--- config.mk ---
export PLATFORM = sky130hd
export DESIGN_NAME = prio_encoder_reg
export DESIGN_NICKNAME = d
export VERILOG_FILES = /design/src/rtl/prio_encoder_reg.sv
export SDC_FILE = /design/constraint.sdc
export NUM_CORES = 1
export LEC_CHECK = 0
export ABC_AREA = 1
export ABC_CLOCK_PERIOD_IN_PS = 2600
export CORE_MARGIN = 2
export CORE_UTILIZATION = 57
export CTS_CLUSTER_SIZE = 16
export DETAILED_ROUTE_END_ITERATION = 16
export DONT_BUFFER_PORTS = 1
export PLACE_DENSITY_LB_ADDON = 0.08
export SLEW_MARGIN = 25
export SYNTH_ARGS = -nofsm -noshare
export SYNTH_HDL_FRONTEND = slang
export SYNTH_SLANG_ARGS = --single-unit
--- constraint.sdc ---
create_clock -name clk -period 2.6 [get_ports clk]
set_input_delay 0.52 -clock clk [delete_from_list [all_inputs] [get_ports clk]]
set_output_delay 0.52 -clock clk [all_outputs]
set_load 0.01 [all_outputs]
--- src/rtl/prio_encoder_reg.sv ---
// Registered N-to-log2(N) priority encoder with valid/ready handshake.
// Flags empty/multi-hot codes and keeps a saturating error count.
module prio_encoder_reg #(
  parameter int N     = 4,
  parameter int W     = 2,
  parameter int CNT_W = 8
) (
  input  logic             clk,
  input  logic             rst_n,
  input  logic             in_valid,
  output logic             in_ready,
  input  logic [N-1:0]     I,
  output logic             out_valid,
  input  logic             out_ready,
  output logic [W-1:0]     out,
  output logic             out_none,
  output logic             out_multi,
  input  logic             err_clr,
  output logic [CNT_W-1:0] err_cnt
);

  logic             vld_q, vld_d;
  logic [W-1:0]     idx_q, idx_d;
  logic             none_q, none_d;
  logic             multi_q, multi_d;
  logic [CNT_W-1:0] cnt_q, cnt_d;

  logic         enc_seen;
  logic         enc_multi;
  logic [W-1:0] enc_idx;
  logic         accept;

  // Scan upward so the highest set bit is the last one to claim the index.
  always_comb begin
    enc_seen  = 1'b0;
    enc_multi = 1'b0;
    enc_idx   = '0;
    for (int k = 0; k < N; k++) begin
      if (I[k]) begin
        if (enc_seen) enc_multi = 1'b1;
        enc_seen = 1'b1;
        enc_idx  = W'(k);
      end
    end
  end

  assign in_ready = rst_n && (!vld_q || out_ready);
  assign accept   = in_valid && in_ready;

  // Next-state for result, valid flag and saturating error counter.
  always_comb begin
    vld_d   = vld_q;
    idx_d   = idx_q;
    none_d  = none_q;
    multi_d = multi_q;
    cnt_d   = cnt_q;
    if (accept) begin
      vld_d   = 1'b1;
      idx_d   = enc_idx;
      none_d  = !enc_seen;
      multi_d = enc_multi;
    end else if (vld_q && out_ready) begin
      vld_d = 1'b0;
    end
    if (err_clr) begin
      cnt_d = '0;
    end else if (accept && (!enc_seen || enc_multi)
                 && (cnt_q != {CNT_W{1'b1}})) begin
      cnt_d = cnt_q + 1'b1;
    end
  end

  // State registers, cleared asynchronously.
  always_ff @(posedge clk or negedge rst_n) begin
    if (!rst_n) begin
      vld_q   <= 1'b0;
      idx_q   <= '0;
      none_q  <= 1'b0;
      multi_q <= 1'b0;
      cnt_q   <= '0;
    end else begin
      vld_q   <= vld_d;
      idx_q   <= idx_d;
      none_q  <= none_d;
      multi_q <= multi_d;
      cnt_q   <= cnt_d;
    end
  end

  assign out_valid = vld_q;
  assign out       = idx_q;
  assign out_none  = none_q;
  assign out_multi = multi_q;
  assign err_cnt   = cnt_q;

endmodule

==> results of run 1 <==
cell type report:
cell class | instances | area (um^2)
Fill cell | 112 | 465
Multi-Input combinational cell | 78 | 393
Sequential cell | 13 | 325
Inverter | 12 | 45.0
Clock buffer | 3 | 22.5
Tap cell | 15 | 18.8
Timing Repair Buffer | 1 | 10.0
Clock inverter | 1 | 5.00
repair_timing:
| action | 4_1_cts | 5_1_grt |
|---|---|---|
| hold buffers | 1 | 0 |
| hold endpoints to repair | 13 | 0 |
| endpoints found under the setup margin | 0 | 0 |
| setup buffers | 0 | 0 |
| resized for setup | 0 | 0 |
power by group through the flow:
stage | Combinational, mW | Clock [mW] | Sequential, mW
3_3_place_gp | 0.0488 | 0 | 0.248
6_report | 0.0555 | 0.125 | 0.244
2_1_floorplan | 0.0437 | 0 | 0.245
3_5_place_dp | 0.0503 | 0 | 0.248
4_1_cts | 0.0561 | 0.133 | 0.244
5_1_grt | 0.0645 | 0.140 | 0.246
worst min-delay path by stage:
stage / start / depth (start not counted) / to
3_3_place_gp: rst_n / 0 / out[0]
3_5_place_dp: rst_n / 0 / out[0]
4_1_cts: err_clr / 3 / err_cnt[7]
6_report: err_clr / 3 / err_cnt[7]
5_1_grt: err_clr / 3 / err_cnt[7]
2_1_floorplan: rst_n / 0 / err_cnt[0]
cell families after synthesis:
logic type / Yosys count / synth area share
DFF: 13 / 0.423
buffers and inverters: 13 / 0.0651
adders and majority gates: 1 / 0.0163
and+or+nand+nor: 69 / 0.430
xor gates and xnor gates: 2 / 0.0228
AOI/OAI and AO/OA: 6 / 0.0423
cell usage after synthesis, drive strengths merged:
master | n | area, um^2
nor2 | 12 | 55.1
nand3 | 15 | 92.6
o21bai | 1 | 7.51
inv | 11 | 41.3
buf | 1 | 5.00
dfrtp | 13 | 325
o21ai | 4 | 20.0
a21oi | 1 | 5.00
clkinv | 1 | 3.75
xor2 | 2 | 17.5
nor3 | 1 | 5.00
nand4 | 1 | 6.26
nand3b | 1 | 7.51
ha | 1 | 12.5
nand2 | 39 | 164
placed cells by master (no fill, tap or decap):
| cell type | n |
|---|---|
| ha_1 | 1 |
| xor2_1 | 2 |
| inv_1 | 10 |
| dfrtp_1 | 13 |
| nand3_2 | 1 |
| nand3b_1 | 1 |
| clkinv_1 | 1 |
| nand2_2 | 1 |
| nor2_1 | 10 |
| nand3_1 | 13 |
| nand2_1 | 36 |
| nand2_4 | 2 |
| o21ai_1 | 2 |
| nor3_1 | 1 |
| o21ai_0 | 2 |
| inv_2 | 1 |
| nor2_2 | 1 |
| nand4_1 | 1 |
| clkinv_2 | 1 |
| nor2_4 | 1 |
| nand3_4 | 1 |
| dlygate4sd3_1 | 1 |
| a21oi_1 | 1 |
| o21bai_1 | 1 |
| clkbuf_4 | 3 |
sequential cells by signal (all words and copies together) (netlist names):
name,flops
err_cnt,8
out,2
out_multi,1
out_none,1
out_valid,1
per-layer routing:
metal,global-route usage,vias up,part of all wire
met1,0.285,293,0.48
li1,-,333,-
met2,0.325,15,0.46
met3,0.0598,4,0.045
met5,0,-,0
met4,0.100,0,0.016
worst reg2reg max path, stage by stage, from the launching register on:
cell	delay (ps)
dfrtp_1	460
ha_1	230
nand2_1	60
inv_1	130
nand3_2	110
nand3_4	160
nand2_4	100
nand2_1	80
nand2_1	50
metrics by stage:
| step | total power, mW | util | worst slack, ps | instances | hold slack [ps] |
|---|---|---|---|---|---|
| final | 0.424 | 0.638 | 1110 | 123 | 389 |
| after global placement | 0.297 | 0.609 | 1190 | 118 | 225 |
| after global routing | 0.451 | 0.638 | 983 | 123 | 382 |
| after floorplan | 0.288 | - | 1290 | 104 | 224 |
| after detailed placement | 0.299 | 0.609 | 1130 | 118 | 225 |
| after CTS | 0.433 | 0.638 | 1090 | 123 | 376 |
==> run metrics, run 1 <==
outcome finished clean; DRT Pass-1 Iters 4; clk_lat worst skew about 270 ps; Area growth, synth to finish 6.68%; fraction of layout cells with a size suffix above 1 0.111; Max Clk Rate 673 MHz; worst path cell trace nand2_1, nand2_1, inv_1; Initial DRC Count 13; hpwl dp approximately 1.1 mm; Distinct cells, synth 23; CP Launch Point out_valid; final setup violation count 0; CP endpoint in_ready; reg2reg start err_cnt[0]; max cap viols 0; part of the cycle the worst path needs 0.571; critical path depth in cells 3; Mapped Cells between 100 and 150; clock sinks 13; delay-heaviest family, CP flip-flops; post-DR wirelength/cell about 13 um; root buffer cell clkbuf_4; Final GP Congestion between 0.7 and 0.8; Max Slew Vio Count 0; Antenna Cells 0; leakage between 0.4 and 0.5 nW; sequential fraction of the synthesis area 0.423; syn_area_per_cell roughly 7.4 um^2; Critical Path End Type output port; Placement Cell Area ~780 um^2; Clk pin slew, worst setup/hold paths approximately 80 ps; R2R cell count 8; Slew headroom 0.612; worst-path fanout max 2; Die Wd approximately 41 um; combinational share of power 0.131; Synthesized Nets ~110; Via density ~5.2; # DRC 0; P_int between 200 and 300 uW; CTS buffer count 3; Rows 13; die area ~1700 um^2; Net Sw Power roughly 130 uW; clock power share 0.294; total grt overflow 0; VDD IR max 355 uV; CTS Buffer Depth 2; setup TNS 0 ps; most used cell, CP nand2_1; Sequential Power Share 0.575; Worst R2R Setup Slack approximately 1100 ps; global-route wire length before repair 2.33 mm; Routed Antenna Nets 0; slowest CP cell dfrtp_1; final wirelength around 1.6 mm; number of top-level pins 23; CP Launch Type register; WP buf/inv 1; CP max stage delay roughly 420 ps; Synth warnings 0; Sw Ratio 0.302; WS Path Type register to output port; Via Count about 650; antenna violations before repair 0; number of synthesized register bits 13; Final Skew roughly 2.2 ps; htree depth 1; Worst EP required 2080 ps; port bufs 0; vias in the first global route approximately 540; Chip Height between 40 and 50 um; worst min path class input port to register; CTS tree done; Final Hold Viols 0; Slew @ Worst Pin 580 ps; largest net degree at the start of global routing 14; Final Cell Area just over 800 um^2; gr usage total 0.216; PwrDens between 500 and 600 nW/um^2; RSZ-0062 raised after global routing no; core area between 1000 and 1500 um^2; worst r2r dst err_cnt[6]; initial core utilization 0.598; Tmin final roughly 1500 ps; Net count, final about 120; CP arrival 970 ps; Synth Cell Area about 770 um^2
No activity file was read; power rests on OpenSTA's default activity.
==> inputs of run 2 (changes only) <==
--- a/config.mk
+++ b/config.mk
@@ -6,9 +6,9 @@
 export NUM_CORES = 1
 export LEC_CHECK = 0
 export ABC_AREA = 1
-export ABC_CLOCK_PERIOD_IN_PS = 2600
+export ABC_CLOCK_PERIOD_IN_PS = 1250
 export CORE_MARGIN = 2
-export CORE_UTILIZATION = 57
+export CORE_UTILIZATION = 53
 export CTS_CLUSTER_SIZE = 16
 export DETAILED_ROUTE_END_ITERATION = 16
 export DONT_BUFFER_PORTS = 1
==> constraint.sdc (replaced) <==
create_clock -name clk -period 1.25 [get_ports clk]
set_input_delay 0.25 -clock clk [delete_from_list [all_inputs] [get_ports clk]]
set_output_delay 0.25 -clock clk [all_outputs]
set_load 0.01 [all_outputs]
==> run metrics, run 2 (synthesis gave the netlist of run 1 again) <==
core area 1330 um^2 (+3.8%); Rows 13 (unchanged); setup ws final -2.16 ps (-1120 ps); final wirelength 1.80 mm (+15%); Final Hold Viols 0 (unchanged); clock sinks 13 (unchanged); worst path cell trace ha_2, nand2_2, inv_4, nand3_4, nand3_4, nand2_8, nand2_2, nand2_1; outcome complete, but fails checks; # DRC 0 (unchanged); initial core utilization 0.576 (-0.0219); Chip Height 42.1 um (+3.3%); htree depth 1 (unchanged); RSZ-0062 raised after global routing yes; DR WL met2 842 um (+18%); fraction of layout cells with a size suffix above 1 0.319 (+0.208); VDD IR max 767 uV (+120%); Max Slew Vio Count 0 (unchanged); clk_lat worst skew 280 ps (about the same); max cap viols 0 (unchanged); vias in the first global route 633 (+18%); WS Path Type register to register; leakage 0.500 nW (+12%); part of the cycle the worst path needs 1.00; Min-Delay Endpoint err_cnt[7]; total grt overflow 0 (unchanged); port bufs 0 (unchanged); Die Wd 42.1 um (+3.3%); wire length on met1 815 um (+7.9%); Clk pin slew, worst setup/hold paths 80 ps (about the same); Net count, final 130 (+9.2%); violated checks negative setup slack; R2R cell count 8 (unchanged); worst-path fanout max 8 (+6); Routed Antenna Nets 0 (unchanged); Critical Path End Type register; final setup violation count 1 (+1); Initial DRC Count 21 (+8); max layer used met4; die area 1770 um^2 (+6.8%); PwrDens 978 nW/um^2 (+89%); Final GP Congestion 0.795 (+2.9%); Worst EP required 1420 ps (-660 ps); most frequent cells in the layout 24 x nand2_1, 13 x nand2_2, 13 x dfrtp_1; hpwl dp 1.19 mm (+6.6%); worst r2r dst err_cnt[0]; CTS buffer count 3 (unchanged); Tmin final 1250 ps; Via density 5.42 (+3.3%); Max Clk Rate about 800 MHz; Area growth, synth to finish 25.6%; slowest CP cell dfrtp_1; Hold WS 114 ps (-275 ps); global-route wire length before repair 2.75 mm (+18%); max reg flops 8 (unchanged); post-DR wirelength/cell 13.4 um (+5.3%); Antenna Cells 0 (unchanged); gr usage total 0.208 (-0.00808); CTS Buffer Depth 2 (unchanged); reg2reg start err_cnt[1]; antenna violations before repair 0 (unchanged); DRT Pass-1 Iters 4 (unchanged); CP Launch Type register; Util after Layout 0.723 (+0.0855); Worst R2R Setup Slack -2 ps (-1120 ps); CTS tree done; Post-CTS Setup Inserts 0 (unchanged); Final Skew 3.58 ps (+1.35 ps); Slew headroom 0.600 (-0.0122); most common cell after layout, fill and taps aside nand2_1; hold_sp err_clr; hold path cells 3 (unchanged); worst min path class input port to register; CP arrival 1420 ps (+450 ps); root buffer cell clkbuf_4; CP max stage delay 360 ps (-60 ps); largest net degree at the start of global routing 14 (unchanged); number of top-level pins 23 (unchanged); metal3 WL 103 um (+45%); Slew @ Worst Pin 598 ps (+18.2 ps); Via Count 726 (+13%)
-- run 2: metal layers --
layer,GRT usage,vias to the layer above
met1,0.255,332
met5,0,-
met3,0.0517,6
met4,0.113,0
met2,0.334,26
li1,-,362
-- run 2: how the worst max path moves through the flow --
stage | startpoint | to | cells after the start
after floorplan | err_cnt[0] | err_cnt[0] | 8
after global placement | err_cnt[1] | err_cnt[3] | 8
after detailed placement | err_cnt[1] | err_cnt[0] | 8
after CTS | err_cnt[1] | err_cnt[0] | 8
after global routing | err_cnt[1] | err_cnt[5] | 8
final | err_cnt[1] | err_cnt[0] | 8
-- run 2: report_power, final --
| group | switching, mW | internal, mW |
|---|---|---|
| registers | 0.0344 | 0.456 |
| clock network | 0.140 | 0.124 |
| logic | 0.116 | 0.0731 |
| total | 0.290 | 0.654 |
-- run 2: repair_timing --
action / CTS / global route
pin swaps: 1 / 4
hold endpoints to repair: 13 / 0
hold buffers: 1 / 0
cloned: 1 / 0
endpoints found under the setup margin: 5 / 13
gates resized for setup: 1 / 17
-- run 2: per-stage QoR --
| step | power, mW | cells | instance area (um^2) | worst slack, ps | setup TNS (ps) |
|---|---|---|---|---|---|
| after floorplan | 0.601 | 104 | 771 | -13.4 | -107 |
| after global placement | 0.648 | 128 | 860 | 49.6 | 0 |
| after detailed placement | 0.653 | 128 | 860 | 3.23 | 0 |
| after CTS | 0.933 | 134 | 913 | 1.73 | 0 |
| after global routing | 0.995 | 134 | 965 | -73.7 | -525 |
| final | 0.944 | 134 | 965 | -2.16 | -2.16 |
-- run 2: critical path: cells and delay by family (launching register included) --
| kind | cells | cell delay, ps |
|---|---|---|
| buf+inv | 1 | 90 |
| fa+ha+maj | 1 | 190 |
| simple gates | 6 | 480 |
| flops | 1 | 360 |
-- run 2: cell type report --
type                       instances  area [um^2]
clock buffer                       4         26.3
fill                              99          369
inverter                          12         47.5
multi-input combinational         79          462
sequential                        13          325
tap                               15         18.8
timing repair buffer              11         85.1
